**config.mk**
```make
export PLATFORM = sky130hd
export DESIGN_NAME = led_scan_monitor
export DESIGN_NICKNAME = d
export VERILOG_FILES = /design/src/rtl/led_scan_monitor.sv
export SDC_FILE = /design/constraint.sdc
export NUM_CORES = 2
export LEC_CHECK = 0
export CORE_MARGIN = 2
export CORE_UTILIZATION = 53
export DETAILED_ROUTE_END_ITERATION = 8
export HOLD_SLACK_MARGIN = 0.02
export PLACE_DENSITY = 0.77
export REMOVE_ABC_BUFFERS = 1
export SYNTH_ARGS = -nofsm -noshare
export SYNTH_HDL_FRONTEND = slang
export SYNTH_SLANG_ARGS = --single-unit
```
**constraint.sdc**
```tcl
create_clock -name clk -period 4.3 [get_ports clk]
set_input_delay 1.29 -clock clk [delete_from_list [all_inputs] [get_ports clk]]
set_output_delay 1.29 -clock clk [all_outputs]
set_load 0.005 [all_outputs]
```
**src/rtl/led_scan_monitor.sv**
```systemverilog
// led_scan_monitor
//   Receive side of the row-scanned LED matrix bus. It samples the one-hot row
//   select and the red/green column data, and rebuilds the whole RedPixels/
//   GrnPixels frame in a shadow buffer. It publishes the frame only when every
//   row 0..N-1 has arrived in order.
// Ports
//   clk, rst             clock; asynchronous active-low reset
//   scan_row             row select bus (one-hot when active, all inactive = blank)
//   scan_red, scan_grn   column data for the selected row, bit c = column c
//   err_clr              pulse, clears scan_error
//   RedPixels, GrnPixels last committed frame, [row][col]
//   frame_valid          one-cycle pulse when the frame outputs update
//   frame_count          committed frames, mod 256
//   scan_error           sticky protocol-violation flag
module led_scan_monitor #(
  parameter int N           = 16,
  parameter int MIN_HOLD    = 2,
  parameter int ROW_ACT_LOW = 0,
  parameter int COL_ACT_LOW = 0
) (
  input  logic                  clk,
  input  logic                  rst,
  input  logic [N-1:0]          scan_row,
  input  logic [N-1:0]          scan_red,
  input  logic [N-1:0]          scan_grn,
  input  logic                  err_clr,
  output logic [N-1:0][N-1:0]   RedPixels,
  output logic [N-1:0][N-1:0]   GrnPixels,
  output logic                  frame_valid,
  output logic [7:0]            frame_count,
  output logic                  scan_error
);

  localparam int IW = (N > 1) ? $clog2(N) : 1;
  localparam int CW = $clog2(MIN_HOLD + 1);
  localparam logic [CW-1:0] HOLD = CW'(MIN_HOLD);

  typedef struct packed {
    logic [N-1:0] row;
    logic [N-1:0] red;
    logic [N-1:0] grn;
  } smp_t;

  typedef enum logic [1:0] {SYNC, CAPTURE, COMMIT} state_t;

  smp_t   smp_d, smp_q, prev_q;
  logic [CW-1:0] cnt_d, cnt_q;
  logic   same, present;

  // A presentation that lands in the COMMIT cycle is parked here.
  // It is replayed on the following cycle.
  logic   pend_d, pend_q;
  smp_t   pend_smp_d, pend_smp_q;

  state_t state_d, state_q;
  logic [IW-1:0] exp_d, exp_q;
  logic [N-1:0][N-1:0] sh_red_d, sh_red_q, sh_grn_d, sh_grn_q;
  logic [N-1:0][N-1:0] red_d, red_q, grn_d, grn_q;
  logic   fv_d, fv_q;
  logic [7:0] fc_d, fc_q;
  logic   err_d, err_q, err_set;

  logic   ev_vld;
  smp_t   ev;
  logic   blank, onehot;
  logic [IW-1:0] k;

  // Normalise bus polarity before the input register.
  always_comb begin
    smp_d.row = (ROW_ACT_LOW != 0) ? ~scan_row : scan_row;
    smp_d.red = (COL_ACT_LOW != 0) ? ~scan_red : scan_red;
    smp_d.grn = (COL_ACT_LOW != 0) ? ~scan_grn : scan_grn;
  end

  // Stability counter. The saturation check makes a held row fire only once.
  // A change always restarts at 1, so MIN_HOLD=1 fires on every change.
  always_comb begin
    same = (smp_q == prev_q);
    if (!same)             cnt_d = CW'(1);
    else if (cnt_q < HOLD) cnt_d = cnt_q + 1'b1;
    else                   cnt_d = cnt_q;
    present = (cnt_d == HOLD) && (!same || (cnt_q != HOLD));
  end

  // Event selection and row classification.
  always_comb begin
    ev_vld     = pend_q | present;
    ev         = pend_q ? pend_smp_q : smp_q;
    pend_d     = 1'b0;
    pend_smp_d = pend_smp_q;
    if (state_q == COMMIT || pend_q) begin
      pend_d     = present;
      pend_smp_d = smp_q;
    end
    blank  = (ev.row == '0);
    onehot = !blank && ((ev.row & (ev.row - 1'b1)) == '0);
    k = '0;
    for (int i = 0; i < N; i++)
      if (ev.row[i]) k = IW'(i);
  end

  always_comb begin
    state_d  = state_q;
    exp_d    = exp_q;
    sh_red_d = sh_red_q;
    sh_grn_d = sh_grn_q;
    red_d    = red_q;
    grn_d    = grn_q;
    fv_d     = 1'b0;
    fc_d     = fc_q;
    err_set  = 1'b0;
    case (state_q)
      SYNC: begin
        if (ev_vld && onehot && k == '0) begin
          sh_red_d[0] = ev.red;
          sh_grn_d[0] = ev.grn;
          exp_d       = IW'(1);
          state_d     = (N == 1) ? COMMIT : CAPTURE;
        end
      end
      CAPTURE: begin
        if (ev_vld && !blank) begin
          if (onehot && k == exp_q) begin
            sh_red_d[k] = ev.red;
            sh_grn_d[k] = ev.grn;
            exp_d       = exp_q + 1'b1;
            if (k == IW'(N - 1)) state_d = COMMIT;
          end else begin
            err_set = 1'b1;
            if (onehot && k == '0) begin
              // A fresh row 0 means the driver restarted.
              // Resynchronise on this row instead of waiting for another row 0.
              sh_red_d[0] = ev.red;
              sh_grn_d[0] = ev.grn;
              exp_d       = IW'(1);
            end else begin
              exp_d   = '0;
              state_d = SYNC;
            end
          end
        end
      end
      COMMIT: begin
        red_d   = sh_red_q;
        grn_d   = sh_grn_q;
        fv_d    = 1'b1;
        fc_d    = fc_q + 8'd1;
        exp_d   = '0;
        state_d = SYNC;
      end
      default: state_d = SYNC;
    endcase
    // A new error takes priority over a clear in the same cycle.
    err_d = err_set | (err_q & ~err_clr);
  end

  always_ff @(posedge clk or negedge rst) begin
    if (!rst) begin
      smp_q      <= '0;
      prev_q     <= '0;
      cnt_q      <= '0;
      pend_q     <= 1'b0;
      pend_smp_q <= '0;
      state_q    <= SYNC;
      exp_q      <= '0;
      sh_red_q   <= '0;
      sh_grn_q   <= '0;
      red_q      <= '0;
      grn_q      <= '0;
      fv_q       <= 1'b0;
      fc_q       <= '0;
      err_q      <= 1'b0;
    end else begin
      smp_q      <= smp_d;
      prev_q     <= smp_q;
      cnt_q      <= cnt_d;
      pend_q     <= pend_d;
      pend_smp_q <= pend_smp_d;
      state_q    <= state_d;
      exp_q      <= exp_d;
      sh_red_q   <= sh_red_d;
      sh_grn_q   <= sh_grn_d;
      red_q      <= red_d;
      grn_q      <= grn_d;
      fv_q       <= fv_d;
      fc_q       <= fc_d;
      err_q      <= err_d;
    end
  end

  assign RedPixels   = red_q;
  assign GrnPixels   = grn_q;
  assign frame_valid = fv_q;
  assign frame_count = fc_q;
  assign scan_error  = err_q;

endmodule
```
==> results by group <==
Finish
  – Area of combinational cells with multiple inputs: 14800 µm²
  – Area of all placed cells without fillers: 57200 µm²
  – Flip-flop and latch area: 29700 µm²
  – Final standard cell utilization of the core: 0.673
  – Fraction of layout cells with a size suffix above 1: 0.386
  – Count of filler cells inserted in the layout: 5830
  – Area delta synth->final: 26.4%
  – Total number of nets in the final design: 3457
  – Post-route insts no fill: 4656

Synthesis
  – Number of enable-type register cells in the synthesized netlist: 0
  – Ranking of synthesized cells by area: dfrtp_1 66%, mux2_2 25%, mux2_1 2.6%
  – Async set-or-reset flop fraction in the synthesized netlist: 1.00
  – Top post-synthesis cells by count: 1187 x dfrtp_1, 1005 x mux2_2, 104 x mux2_1
  – Warnings from Yosys: 0
  – Cell count after synthesis: 2759
  – Synth Cell Area: 45200 µm²
  – Sequential share of the synthesized area: 0.657
  – Top cell type's share of synthesized area: 0.657
  – Count leader, synth: dfrtp_1
  – Main synth FF type: dfrtp_1
  – Library cell with the largest summed area after synthesis: dfrtp_1
  – Number of distinct library cells after synthesis: 71
  – Post-Syn Area per Cell: 16.4 µm²
  – Number of synthesized register bits: 1187

Die
  – Total I/O pin count: 573
  – Starting Density: 0.533
  – Vertical die dimension: 296 µm
  – Die Area: 87700 µm²
  – Width of the chip: 296 µm
  – Placeable Area: 84900 µm²
  – Core Rows: 107

Clock tree
  – Number of hold buffers added after CTS: 0
  – Latest clock arrival within the worst-skew pair: 0.70 ns
  – Max Buffers Root-to-Sink: 3
  – Number of clock sinks: 1187
  – Clock tree from TritonCTS: built
  – H-tree levels: 3
  – Clock input transition at the sequential cells of the worst setup and hold paths: 0.06 ns
  – Root buffer cell: clkbuf_16
  – Clock buffer count from CTS: 117

Hold path
  – Type of the worst min-delay path: register to register
  – Min-delay src: smp_q[19]$_DFF_PN0_

Worst setup path
  – Setup crit start: pend_q$_DFF_PN0_
  – CP max FO: 19
  – Data required time of the critical path: 4.84 ns
  – CP Data Arrival Time: 4.70 ns
  – Critical path launch point type: register
  – R2r startpoint: pend_q$_DFF_PN0_
  – Element type at the critical path end: register
  – Type of the setup path with the least slack: register to register
  – Worst reg2reg setup slack: 0.14 ns

Place
  – Placed instance count: 4422
  – Post-Place Cell Area: 52900 µm²
  – Routability congestion estimate from global placement: 0.890
  – Setup slack at placement: 0.0400 ns
  – Post-DP HPWL: 79200 µm
  – Buffers on Ports: 572

Global routing
  – Via count of the first global-routing pass: 27.8k
  – All-Layer GR Usage: 0.269
  – Remaining global-route overflow: 0
  – Largest net degree at the start of global routing: 141
  – Wire length of the first global-routing pass: 177000 µm
  – Number of antenna violations at the first check in global routing: 28

Power
  – Switching share of power: 0.214
  – LEAKAGE: 27.9 nW
  – Power per Cell Area: 396 nW/µm²
  – Logic pwr share: 0.024
  – Net switching component of the power: 4.84 mW
  – Power consumption: 22.6 mW
  – Peak VDD IR: 0.379 mV
  – Sequential Power Share: 0.498
  – Clock share of power: 0.478
  – Cell-internal power: 17.8 mW

Run
  – Max cap viols: 0

Timing
  – Count of final setup violators: 0
  – Shortest period the worst path allows: 4.16 ns
  – Max Fclk: 240 MHz
  – Setup repair after global routing missed its margin: false
  – Pin slew with the least headroom to its limit: 0.991 ns
  – Count of pins over their slew limit: 0
  – Post-route fraction of the period consumed by the critical path: 0.968
  – Worst setup slack after layout: 0.137 ns
  – Final setup TNS: 0 ns
  – Final count of hold timing violations: 0
  – Final worst clock skew: 0.0487 ns
  – Tightest slew margin relative to the limit: 0.339
  – Worst hold slack across all endpoints: 0.400 ns

Detailed routing
  – Number of nets with antenna violations after routing: 0
  – First-iteration detailed-routing DRC count: 1348
  – Via-per-instance ratio: 5.51
  – Drt drc: 0
  – Routed length per placed instance: 25.2 µm
  – Overall via count from detail_route: 25.7k
  – Drt first pass iters: 5
  – Final WL: 117000 µm

Status
  – Run status: completed
[layer usage]
| metal | up-vias | wire, µm | track usage |
|---|---|---|---|
| met5 | - | 189 | 0 |
| met4 | 28 | 4010 | 0.0951 |
| met3 | 213 | 6450 | 0.0600 |
| met2 | 595 | 58400 | 0.445 |
| met1 | 13700 | 48300 | 0.352 |
| li1 | 11100 | - | - |
[critical path, stage by stage (launching register included)]
cell	delay [ns]
dfrtp_4	0.58
buf_8	0.20
nor3_1	0.44
o22ai_1	0.13
o211ai_1	0.53
a21oi_1	0.17
a211o_1	0.44
a2111o_1	0.46
nor4_4	0.27
buf_4	0.19
buf_12	0.19
mux2_2	0.37
[layout make-up]
| type | count | share of cell area |
|---|---|---|
| Sequential cell | 1187 | 0.520 |
| Multi-Input combinational cell | 1401 | 0.259 |
| Timing Repair Buffer | 679 | 0.122 |
| Clock buffer | 163 | 0.0597 |
| Tap cell | 1144 | 0.0250 |
| Clock inverter | 54 | 0.0133 |
| Inverter | 13 | 0.000854 |
| Antenna cell | 15 | 0.000657 |
[path summary, 6_finish.rpt]
kind | endpoint | cells past startpoint
setup / recovery | sh_grn_q[171]$_DFFE_PN0P_ | 11
max in group asynchronous | GrnPixels[112]$_DFFE_PN0P_ | 2
hold reg to reg | prev_q[19]$_DFF_PN0_ | 0
setup reg to reg | sh_grn_q[171]$_DFFE_PN0P_ | 11
hold / removal | prev_q[19]$_DFF_PN0_ | 0
min in group asynchronous | frame_count[5]$_DFFE_PN0P_ | 1
[cell usage in the layout, fill, tap and decap left out, types with 7 or more instances in the layout]
cell	netlist	final
a21oi_1	11	11
nor3b_1	7	7
dfrtp_1	1187	1186
xnor2_1	54	54
clkdlybuf4s50_1	0	571
and3_1	9	9
mux2i_1	9	9
clkinv_2	0	25
clkbuf_8	0	29
nor2_1	16	15
clkbuf_1	99	16
mux2_2	1005	1005
nand4_1	17	17
buf_4	14	72
a31oi_1	7	7
clkbuf_16	0	118
o21ai_0	12	12
buf_12	0	34
nand2_1	15	15
inv_1	13	13
nor3_1	13	13
mux2_1	104	104
diode_2	0	15
bufinv_16	0	14
[power by group through the flow]
stage | clock [mW] | sequential (mW) | combinational [mW]
5_1_grt | 11.5 | 11.3 | 0.612
3_3_place_gp | 0 | 11.5 | 0.548
2_1_floorplan | 0 | 11.5 | 0.135
6_report | 10.8 | 11.3 | 0.541
4_1_cts | 11.0 | 11.3 | 0.561
3_5_place_dp | 0 | 11.5 | 0.558
[cells by family after synthesis]
group,share of synthesized area
simple gates,0.0189
compound gates,0.0150
mux,0.278
flops,0.657
buf+inv,0.0188
fa+ha+maj,0.00194
xor+xnor,0.0106
[registers in the layout, indices dropped and copies added (netlist names), 4 cells and up]
register     count
sh_grn_q       256
frame_count      8
smp_q           48
GrnPixels      256
RedPixels      256
pend_smp_q      48
prev_q          48
sh_red_q       256
exp_q            4
[timing repair]
item / 4_1_cts / 5_1_grt
endpoints found under the setup margin: 0 / 32
gates resized for setup: 0 / 1
buffers inserted: 0 / 2
No activity file was read; power rests on OpenSTA's default activity.
